==> src/rtl/t5_fbuf.sv <==
// t5_fbuf: fetch return buffer pairing in-order iwb acks with issued {pc,hart} tags for decode
module t5_fbuf #(
  parameter int XLEN  = 32,
  parameter int DEPTH = 4,
  parameter int AW    = 2
) (
  input  logic            sclk,
  input  logic            srst,
  input  logic            sena,
  input  logic            istb,
  input  logic [29:0]     ipc,
  input  logic [1:0]      ihart,
  output logic            ifull,
  input  logic            iwb_ack,
  input  logic [XLEN-1:0] iwb_dat,
  input  logic            xkill,
  input  logic [1:0]      xhart,
  output logic            dval,
  output logic [XLEN-1:0] dinst,
  output logic [29:0]     dpc,
  output logic [1:0]      dhart,
  output logic            ierr
);
  logic [AW-1:0]    head, tail, fptr;
  logic [AW:0]      cnt, pend;
  logic [DEPTH-1:0] vld, fil, kil;
  logic [29:0]      pcs [DEPTH];
  logic [1:0]       hts [DEPTH];
  logic [XLEN-1:0]  ins [DEPTH];
  logic             push, fill, pop, hkill;
  assign ifull = cnt == (AW+1)'(DEPTH);
  assign push  = sena && istb && !ifull;
  assign fill  = iwb_ack && pend != '0;
  assign pop   = sena && vld[head] && fil[head];
  assign hkill = xkill && xhart == hts[head];
  always_ff @(posedge sclk or negedge srst) begin
    if (!srst) begin
      head  <= '0;
      tail  <= '0;
      fptr  <= '0;
      cnt   <= '0;
      pend  <= '0;
      vld   <= '0;
      fil   <= '0;
      kil   <= '0;
      dval  <= 1'b0;
      dinst <= '0;
      dpc   <= '0;
      dhart <= '0;
      ierr  <= 1'b0;
      for (int i = 0; i < DEPTH; i++) begin
        pcs[i] <= '0;
        hts[i] <= '0;
        ins[i] <= '0;
      end
    end else begin
      for (int i = 0; i < DEPTH; i++)
        if (xkill && vld[i] && hts[i] == xhart) kil[i] <= 1'b1;
      // the new-path push lands after the kill sweep so it survives a same-cycle kill
      if (push) begin
        vld[tail] <= 1'b1;
        fil[tail] <= 1'b0;
        kil[tail] <= 1'b0;
        pcs[tail] <= ipc;
        hts[tail] <= ihart;
        tail      <= tail + AW'(1);
      end
      if (fill) begin
        ins[fptr] <= iwb_dat;
        fil[fptr] <= 1'b1;
        fptr      <= fptr + AW'(1);
      end
      if (iwb_ack && pend == '0) ierr <= 1'b1;
      if (pop) begin
        vld[head] <= 1'b0;
        head      <= head + AW'(1);
      end
      if (sena) dval <= pop && !kil[head] && !hkill;
      if (pop) begin
        dinst <= ins[head];
        dpc   <= pcs[head];
        dhart <= hts[head];
      end
      cnt  <= cnt + (AW+1)'(push) - (AW+1)'(pop);
      pend <= pend + (AW+1)'(push) - (AW+1)'(fill);
    end
  end
endmodule

==> config.mk <==
export PLATFORM = sky130hd
export DESIGN_NAME = t5_fbuf
export DESIGN_NICKNAME = d
export VERILOG_FILES = /design/src/rtl/t5_fbuf.sv
export SDC_FILE = /design/constraint.sdc
export NUM_CORES = 1
export LEC_CHECK = 0
export ABC_AREA = 0
export CORE_ASPECT_RATIO = 1.2
export CORE_MARGIN = 4
export CORE_UTILIZATION = 35
export DETAILED_ROUTE_END_ITERATION = 6
export PLACE_DENSITY_LB_ADDON = 0.15
export SYNTH_ARGS = -nofsm -noshare
export SYNTH_HDL_FRONTEND = slang
export SYNTH_SLANG_ARGS = --single-unit
export TNS_END_PERCENT = 1
==> constraint.sdc <==
create_clock -name sclk -period 2.9 [get_ports sclk]
set_clock_uncertainty 0.2 [all_clocks]
set_input_delay 0.58 -clock sclk [delete_from_list [all_inputs] [get_ports sclk]]
set_output_delay 0.58 -clock sclk [all_outputs]
set_load 0.01 [all_outputs]
==> results.json, run 1 <==
{
  "outcome": "complete, no violations",
  "avgViaCountPerCell": 4.95,
  "clock-root-buffer": "clkbuf_16",
  "criticalPathCategory": "register to output port",
  "maxCapViolations": 0,
  "timing.final.crit_share_pct": 93.0,
  "cts_setup_buffers": 0,
  "peakVddDrop_mv": 0.509,
  "syn_area_um2": 14900,
  "initial_core_util_pct": 35.5,
  "routed_wl_um": 32700,
  "fin_crit_ps": 2700,
  "setup_viol": 0,
  "p_total_w": 0.0218,
  "critical_path.max_fanout": 4,
  "synth_compound_area_share_pct": 1.53,
  "worstHoldStart": "pcs[51]",
  "crit_path_end_kind": "output port",
  "grt_use_total_pct": 14.6,
  "detailed_place_hpwl_um": 20100,
  "gp_congestion": 0.695,
  "clkSlewWorstSetupHoldPaths_ps": 50,
  "netlist_top_cells_area": "dfrtp_1 58%, mux2_2 23%, mux4_2 9.7%",
  "async_flop_share_pct": 100,
  "synth_seq_cells": 346,
  "synth-main-ff-cell": "dfrtp_1",
  "vias": 8058,
  "min_to": "pcs[51]",
  "synth_fa_ha_area_share_pct": 1.45,
  "synth_xor_area_share_pct": 1.06,
  "drcViolationCount": 0,
  "drive_above_1_share_pct": 45.1,
  "clk_latency_ps": 550,
  "synth_simple_gate_area_share_pct": 1.06,
  "drtPass1Iterations": 4,
  "slew_violations": 0,
  "setup_tns_ps": 0,
  "synth-edff-count": 0,
  "r2r_setup_slack_ps": 430,
  "grt_remaining_overflow": 0,
  "cts_tree": "done",
  "pin_count": 139,
  "synthCells": 886,
  "core_area_um2": 41900,
  "rsz0062_at_grt": "false",
  "synth_top_area_cell": "dfrtp_1",
  "holdPathStages": 1,
  "die_area_um2": 45800,
  "synthMuxAreaShare_pct": 34.3,
  "ys_types": 37,
  "hold_violations": 0,
  "holdWs_ps": 284,
  "final_antenna_net_count": 0,
  "p_per_area_nw_per_um2": 1180,
  "fin_cells": 1627,
  "r2r-start": "head[0]",
  "place_inst": 1553,
  "synth_seq_area_share_pct": 58.3,
  "reg2reg_to": "cnt[2]",
  "crit_chain": "nor3b_4 > clkdlybuf4s50_1",
  "synth_top_family_by_area": "multiplexers",
  "reg2reg_depth": 8,
  "numCtsBuffers": 41,
  "arrival_ps": 1920,
  "max_freq_ghz": 0.371,
  "die_w_um": 196,
  "cts_buffer_depth": 3,
  "fin_nets": 1139,
  "wl_per_cell_um": 20.1,
  "grt_pass1_vias": 8998,
  "clock_sinks": 346,
  "grt_pass1_wl_um": 52800,
  "die_y_um": 234,
  "antennaDiodeCount": 0,
  "yosysTopAreaCellShare_pct": 58.3,
  "rows": 82,
  "synth_warnings": 0,
  "holdCritPathClass": "register to register",
  "slew_headroom_pct": 68.8,
  "syn_avg_cell_area_um2": 16.8,
  "slowest_delay_ps": 630,
  "grt_max_degree": 62,
  "antenna_found_initial": 0,
  "synthToLayoutAreaGrowth_pct": 24.1,
  "htreeDepth": 2,
  "syn_nets": 974,
  "drtIter0Drc": 188,
  "tightest_slew_ps": 468,
  "cp_slowest_cell": "clkdlybuf4s50_1",
  "p_leak_nw": 7.76,
  "num-fill-cells": 3781,
  "startpoint_type": "register",
  "cp.required_ps": 2120,
  "numPortBuffers": 138
}
==> flip-flops by register name, summed over array words and instances, names as in the netlist, 4 cells and up <==
| signal | cells |
|---|---|
| dinst | 32 |
| dpc | 30 |
| fil | 4 |
| hts | 8 |
| ins | 128 |
| kil | 4 |
| pcs | 120 |
| vld | 4 |
==> area by class of cell <==
| class | instances | area [µm²] | area share (%) |
|---|---|---|---|
| clock buffer | 62 | 1230 | 6.65 |
| clock inverter | 11 | 95.1 | 0.516 |
| inverter | 9 | 33.8 | 0.183 |
| multi-input combinational | 480 | 5890 | 31.9 |
| sequential | 346 | 8670 | 47.0 |
| tap | 546 | 683 | 3.70 |
| timing repair buffer | 173 | 1850 | 10.0 |
==> layout by cell type, fill, tap and decap left out, types with 2 or more instances in the layout <==
cell type	n
mux2i_1	4
clkdlybuf4s50_1	137
nor3b_1	2
nand4b_1	2
a41oi_1	4
clkbuf_8	8
mux2_1	7
clkinv_2	6
buf_4	18
clkbuf_16	43
nand3_1	2
dfrtp_1	344
nand2_2	8
xnor2_1	16
a22o_1	4
a21oi_1	12
xor2_1	2
buf_12	16
ha_1	14
clkbuf_1	11
o21ai_0	5
mux4_2	64
mux2_2	309
fa_1	2
mux2_4	4
clkinvlp_4	2
inv_1	9
dfrtp_4	2
nand2_1	5
nor2b_1	2
==> power breakdown <==
part	switching [W]	leakage (nW)	total, W	internal, W
Sequential	0.00125	4.14	0.00857	0.00733
Combinational	0.00308	2.97	0.00823	0.00515
Clock	0.00202	0.649	0.00503	0.00301
Total	0.00634	7.76	0.0218	0.0155
==> cells in the mapped netlist, drive strengths merged (6+ instances only) <==
cell,count
dfrtp,346
mux2,320
mux4,64
buf,44
xnor2,16
ha,14
nand2,13
a21oi,12
inv,9
clkbuf,7
o21ai,6
==> worst max path at each step <==
stage	slack (ps)	from	to
after global routing	90	cnt[0]	ifull
after floorplan	520	head[0]	cnt[2]
after global placement	160	sena	cnt[2]
final	200	cnt[0]	ifull
after detailed placement	110	sena	cnt[2]
after CTS	40	cnt[0]	ifull
==> per-stage QoR <==
step | setup slack (ps) | utilization (%) | cell area (µm²)
floorplan | 516 | - | 14900
global placement | 156 | 40.9 | 17100
detailed placement | 113 | 40.9 | 17100
CTS | 42.5 | 44.0 | 18400
global route | 85.2 | 44.1 | 18400
finish | 203 | 44.1 | 18400
==> logic make-up after synthesis <==
family,count (synthesis)
simple gates,26
compound gates,32
xor+xnor,18
fa+ha+maj,16
flops,346
mux,388
buf+inv,60
==> critical path: cells and delay by family (launching register included) <==
family	cells	cell delay, ps
DFF	1	410
buffers and inverters	1	630
and+or+nand+nor	1	340
==> metal layers <==
metal	wire length, µm	GRT usage (%)
met3	1680	4.14
met1	14400	19.1
met2	16000	24.4
met4	564	3.47
met5	0	0
==> what timing repair did <==
item,CTS,global route
endpoints found under the setup margin,0,1
resized for setup,0,1
hold buffers,1,0
endpoints found under the hold margin,44,0
(Power assumes the default switching activity.)
==> inputs of run 2 (changes only) <==
--- a/config.mk
+++ b/config.mk
@@ -10,7 +10,8 @@
 export CORE_MARGIN = 4
 export CORE_UTILIZATION = 35
 export DETAILED_ROUTE_END_ITERATION = 6
-export PLACE_DENSITY_LB_ADDON = 0.15
+export PLACE_DENSITY = 0.54
+export REMOVE_ABC_BUFFERS = 1
 export SYNTH_ARGS = -nofsm -noshare
 export SYNTH_HDL_FRONTEND = slang
 export SYNTH_SLANG_ARGS = --single-unit
==> constraint.sdc (replaced) <==
create_clock -name sclk -period 2.49 [get_ports sclk]
set_clock_uncertainty 0.2 [all_clocks]
set_input_delay 0.498 -clock sclk [delete_from_list [all_inputs] [get_ports sclk]]
set_output_delay 0.498 -clock sclk [all_outputs]
set_load 0.01 [all_outputs]
==> results.json, run 2 (synthesis gave the netlist of run 1 again) <==
{
  "maxCapViolations": 0,
  "cp.required_ps": 2730,
  "slew_violations": 0,
  "rows": 82,
  "clock-root-buffer": "clkbuf_16",
  "fin_cells": 1637,
  "routed_wl_um": 32500,
  "criticalPathCategory": "register to register",
  "holdCritPathClass": "register to register",
  "final_common_cell": "dfrtp_1",
  "synthToLayoutAreaGrowth_pct": 25.3,
  "startpoint_type": "register",
  "vias": 8148,
  "grt_pass1_vias": 9080,
  "cts_buffer_depth": 3,
  "setup_ws_ps": 157,
  "clkSlewWorstSetupHoldPaths_ps": 60,
  "largestRegisters": "ins x128, pcs x120, dinst x32",
  "outcome": "complete, no violations",
  "fin_crit_ps": 2330,
  "drive_above_1_share_pct": 45.5,
  "die_w_um": 196,
  "tightest_slew_ps": 585,
  "hold_violations": 0,
  "fin_nets": 1154,
  "drtIter0Drc": 203,
  "gp_congestion": 0.732,
  "setup_tns_ps": 0,
  "core_area_um2": 41900,
  "num-fill-cells": 3768,
  "cts_tree": "done",
  "die_y_um": 234,
  "wl_per_cell_um": 19.8,
  "p_leak_nw": 7.87,
  "dp_worst_setup_slack_ps": -183,
  "top_register": "ins",
  "drtPass1Iterations": 4,
  "grt_max_degree": 64,
  "drcViolationCount": 0,
  "slew_headroom_pct": 61.0,
  "max_freq_ghz": 0.429,
  "initial_core_util_pct": 35.5,
  "grt_remaining_overflow": 0,
  "final_core_util_pct": 44.5,
  "reg2reg_depth": 8,
  "r2r-start": "head[0]",
  "detailed_place_hpwl_um": 20200,
  "crit_end": "cnt[2]",
  "arrival_ps": 2580,
  "holdPathStages": 1,
  "reg2reg_to": "cnt[2]",
  "die_area_um2": 45800,
  "largest_reg_flops": 128,
  "rsz0062_at_grt": "false",
  "antenna_found_initial": 2,
  "peakVddDrop_mv": 0.701,
  "startpoint": "head[0]",
  "r2r_setup_slack_ps": 160,
  "htreeDepth": 2,
  "place_inst": 1569,
  "p_per_area_nw_per_um2": 1370,
  "grt_pass1_wl_um": 52500,
  "grt_use_total_pct": 14.4,
  "setup_viol": 0,
  "timing.final.crit_share_pct": 93.7,
  "clk_latency_ps": 530,
  "clock_sinks": 346,
  "avgViaCountPerCell": 4.98,
  "critical_path.max_fanout": 5,
  "numCtsBuffers": 39,
  "crit_path_end_kind": "register",
  "pin_count": 139,
  "numPortBuffers": 138,
  "final_cell_mix": "344 x dfrtp_1, 309 x mux2_2, 136 x clkdlybuf4s50_1, 64 x mux4_2, 41 x clkbuf_16",
  "final_antenna_net_count": 0
}
-- run 2: final cells by class --
type                    instances  area (µm²)  share of cell area (%)
flip-flops and latches        346        8670                    46.5
multi-input cells             480        5890                    31.6
repair buffers                190        2070                    11.1
clock buffers                  59        1170                    6.30
well taps                     546         683                    3.67
clock inverters                 6         105                   0.564
inverters                       9        33.8                   0.181
diodes                          1        2.50                  0.0134
-- run 2: how the worst min path moves through the flow --
stage / startpoint / to / slack [ps]
2_1_floorplan: srst / cnt[0] / 2
3_3_place_gp: ierr / ierr / 250
3_5_place_dp: ierr / ierr / 260
4_1_cts: ierr / ierr / 270
5_1_grt: ierr / ierr / 290
6_report: ierr / ierr / 260
-- run 2: what timing repair did --
action,in CTS,in global routing
pin swaps,1,0
setup endpoints to repair,1,2
endpoints found under the hold margin,50,0
buffers inserted,1,0
gates resized for setup,1,2
hold buffers,1,0
-- run 2: worst max-delay path: stages, from the launching register on --
cell and delay (ps):
dfrtp_4 490, buf_4 170, o21ai_1 230, buf_4 170, o2bb2ai_4 110, o21ai_0 130
fa_1 430, xnor2_1 190, xnor2_1 130
-- run 2: through the flow --
stage / power (W) / hold slack, ps / area [µm²]
after floorplan: 0.0165 / 2.41 / 14600
after global placement: 0.0199 / 246 / 17300
after detailed placement: 0.0201 / 257 / 17300
after CTS: 0.0261 / 270 / 18600
after global routing: 0.0272 / 285 / 18600
final: 0.0256 / 265 / 18600
-- run 2: power breakdown --
part	total, W	internal [W]	leakage (nW)	switching [W]
Clock	0.00578	0.00354	0.629	0.00224
Sequential	0.00998	0.00853	4.14	0.00145
Combinational	0.00981	0.00617	3.10	0.00365
Total	0.0256	0.0182	7.87	0.00733
-- run 2: layer usage --
| metal | GRT usage [%] | share of wire, % | up-vias |
|---|---|---|---|
| met4 | 3.60 | 2.1 | 2 |
| met3 | 3.48 | 5.0 | 51 |
| met5 | 0 | 0.022 | - |
| met2 | 24.2 | 49 | 147 |
| li1 | - | - | 3636 |
| met1 | 19.0 | 44 | 4312 |
==> inputs of run 3 (changes only) <==
--- a/config.mk
+++ b/config.mk
@@ -9,10 +9,11 @@
 export CORE_ASPECT_RATIO = 1.2
 export CORE_MARGIN = 4
 export CORE_UTILIZATION = 35
+export CTS_CLUSTER_SIZE = 20
 export DETAILED_ROUTE_END_ITERATION = 6
 export PLACE_DENSITY = 0.54
 export REMOVE_ABC_BUFFERS = 1
 export SYNTH_ARGS = -nofsm -noshare
 export SYNTH_HDL_FRONTEND = slang
 export SYNTH_SLANG_ARGS = --single-unit
-export TNS_END_PERCENT = 1
+export TNS_END_PERCENT = 5
==> constraint.sdc (replaced) <==
create_clock -name sclk -period 2.7 [get_ports sclk]
set_clock_uncertainty 0.2 [all_clocks]
set_input_delay 0.54 -clock sclk [delete_from_list [all_inputs] [get_ports sclk]]
set_output_delay 0.54 -clock sclk [all_outputs]
set_load 0.01 [all_outputs]
==> results.json, run 3 (synthesis gave the netlist of run 1 again) <==
{
  "htreeDepth": 2,
  "crit_buf_inv": 1,
  "gp_congestion": 0.727,
  "die_area_um2": 45800,
  "rows": 82,
  "drtIter0Drc": 217,
  "m1WireLength_um": 14600,
  "wl_per_cell_um": 20.0,
  "post_dp_cell_area_um2": 17200,
  "numCtsBuffers": 40,
  "vias": 8117,
  "largestRegisters": "ins x128, pcs x120, dinst x32",
  "clk_latency_ps": 550,
  "met3_length_um": 1670,
  "fin_area_um2": 18400,
  "fin_crit_ps": 2590,
  "avgViaCountPerCell": 4.98,
  "top_layer": "met5",
  "final_cell_mix": "344 x dfrtp_1, 309 x mux2_2, 137 x clkdlybuf4s50_1, 64 x mux4_2, 41 x clkbuf_16",
  "cp_slowest_cell": "clkdlybuf4s50_1",
  "fin_nets": 1147,
  "clock_sinks": 346,
  "drive_above_1_share_pct": 44.9,
  "grt_pass1_wl_um": 53000,
  "peakVddDrop_mv": 0.639,
  "drcViolationCount": 0,
  "p_leak_nw": 7.75,
  "final_common_cell": "dfrtp_1",
  "pin_count": 139,
  "die_w_um": 196,
  "setup_viol": 0,
  "largest_reg_flops": 128,
  "hold_violations": 0,
  "max_freq_ghz": 0.387,
  "synthToLayoutAreaGrowth_pct": 23.9,
  "timing.final.crit_share_pct": 95.8,
  "final_antenna_net_count": 0,
  "clock-root-buffer": "clkbuf_16",
  "cp_top_family": "buffers and inverters",
  "maxCapViolations": 0,
  "cp.required_ps": 1960,
  "clkSlewWorstSetupHoldPaths_ps": 60,
  "startpoint_type": "register",
  "criticalPathCategory": "register to output port",
  "antenna_found_initial": 3,
  "grt_pass1_vias": 9151,
  "slew_violations": 0,
  "routed_wl_um": 32700,
  "cts_buffer_depth": 3,
  "setup_tns_ps": 0,
  "grt_max_degree": 67,
  "outcome": "complete, no violations",
  "arrival_ps": 1850,
  "detailed_place_hpwl_um": 20400,
  "drtPass1Iterations": 4,
  "die_y_um": 234,
  "slowest_delay_ps": 590,
  "initial_core_util_pct": 35.5,
  "rsz0062_at_grt": "false",
  "tightest_slew_ps": 698,
  "cts_tree": "done",
  "crit_chain": "nor3b_4 > clkdlybuf4s50_1",
  "holdCritPathClass": "register to register",
  "critical_path.max_fanout": 4,
  "core_area_um2": 41900,
  "crit_path_end_kind": "output port",
  "numPortBuffers": 138,
  "slew_headroom_pct": 53.5,
  "wl_met2_um": 15600,
  "p_total_w": 0.0233,
  "grt_remaining_overflow": 0,
  "p_per_area_nw_per_um2": 1270,
  "grt_use_total_pct": 14.7,
  "top_register": "ins"
}
-- run 3: layer usage --
layer | up-vias | global-route usage (%)
met3 | 54 | 3.78
li1 | 3627 | -
met2 | 153 | 24.3
met5 | - | 0
met4 | 2 | 4.65
met1 | 4281 | 19.1
-- run 3: worst paths after layout --
check / from / endpoint / slack [ps] / cells past startpoint
worst min-delay path: ierr / ierr / 250 / 1
worst max register to register: head[0] / cnt[2] / 220 / 8
worst max-delay path: cnt[0] / ifull / 110 / 2
min in group asynchronous: srst / dinst[18] / 320 / 2
max in group asynchronous: srst / head[0] / 1190 / 3
worst min register to register: ierr / ierr / 250 / 1
-- run 3: where the power goes --
group | switching (W) | internal (W) | total (W) | leakage, nW
combinational | 0.00336 | 0.00558 | 0.00894 | 3.01
clock | 0.00208 | 0.00306 | 0.00515 | 0.605
sequential | 0.00135 | 0.00787 | 0.00922 | 4.14
total | 0.00679 | 0.0165 | 0.0233 | 7.75
-- run 3: cell type report --
class	instances	area (µm²)
fill	3827	23500
sequential	346	8670
multi-input combinational	480	5880
timing repair buffer	182	1910
clock buffer	60	1170
tap	546	683
clock inverter	6	62.6
inverter	9	33.8
antenna	2	5.00
-- run 3: through the flow --
stage	util, %	worst slack, ps	hold slack, ps	cells
4_1_cts	44.0	53.1	261	1629
6_report	44.0	113	253	1631
5_1_grt	44.0	13.8	293	1629
3_3_place_gp	41.0	-4.89	244	1562
2_1_floorplan	-	-3960	44.4	835
3_5_place_dp	41.0	-23.0	247	1562
-- run 3: what timing repair did --
action                                  in CTS  in global routing
hold buffers                                 1                  0
endpoints found under the setup margin       1                  0
setup buffers                                0                  0
hold endpoints to repair                    43                  0
resized for setup                            1                  0
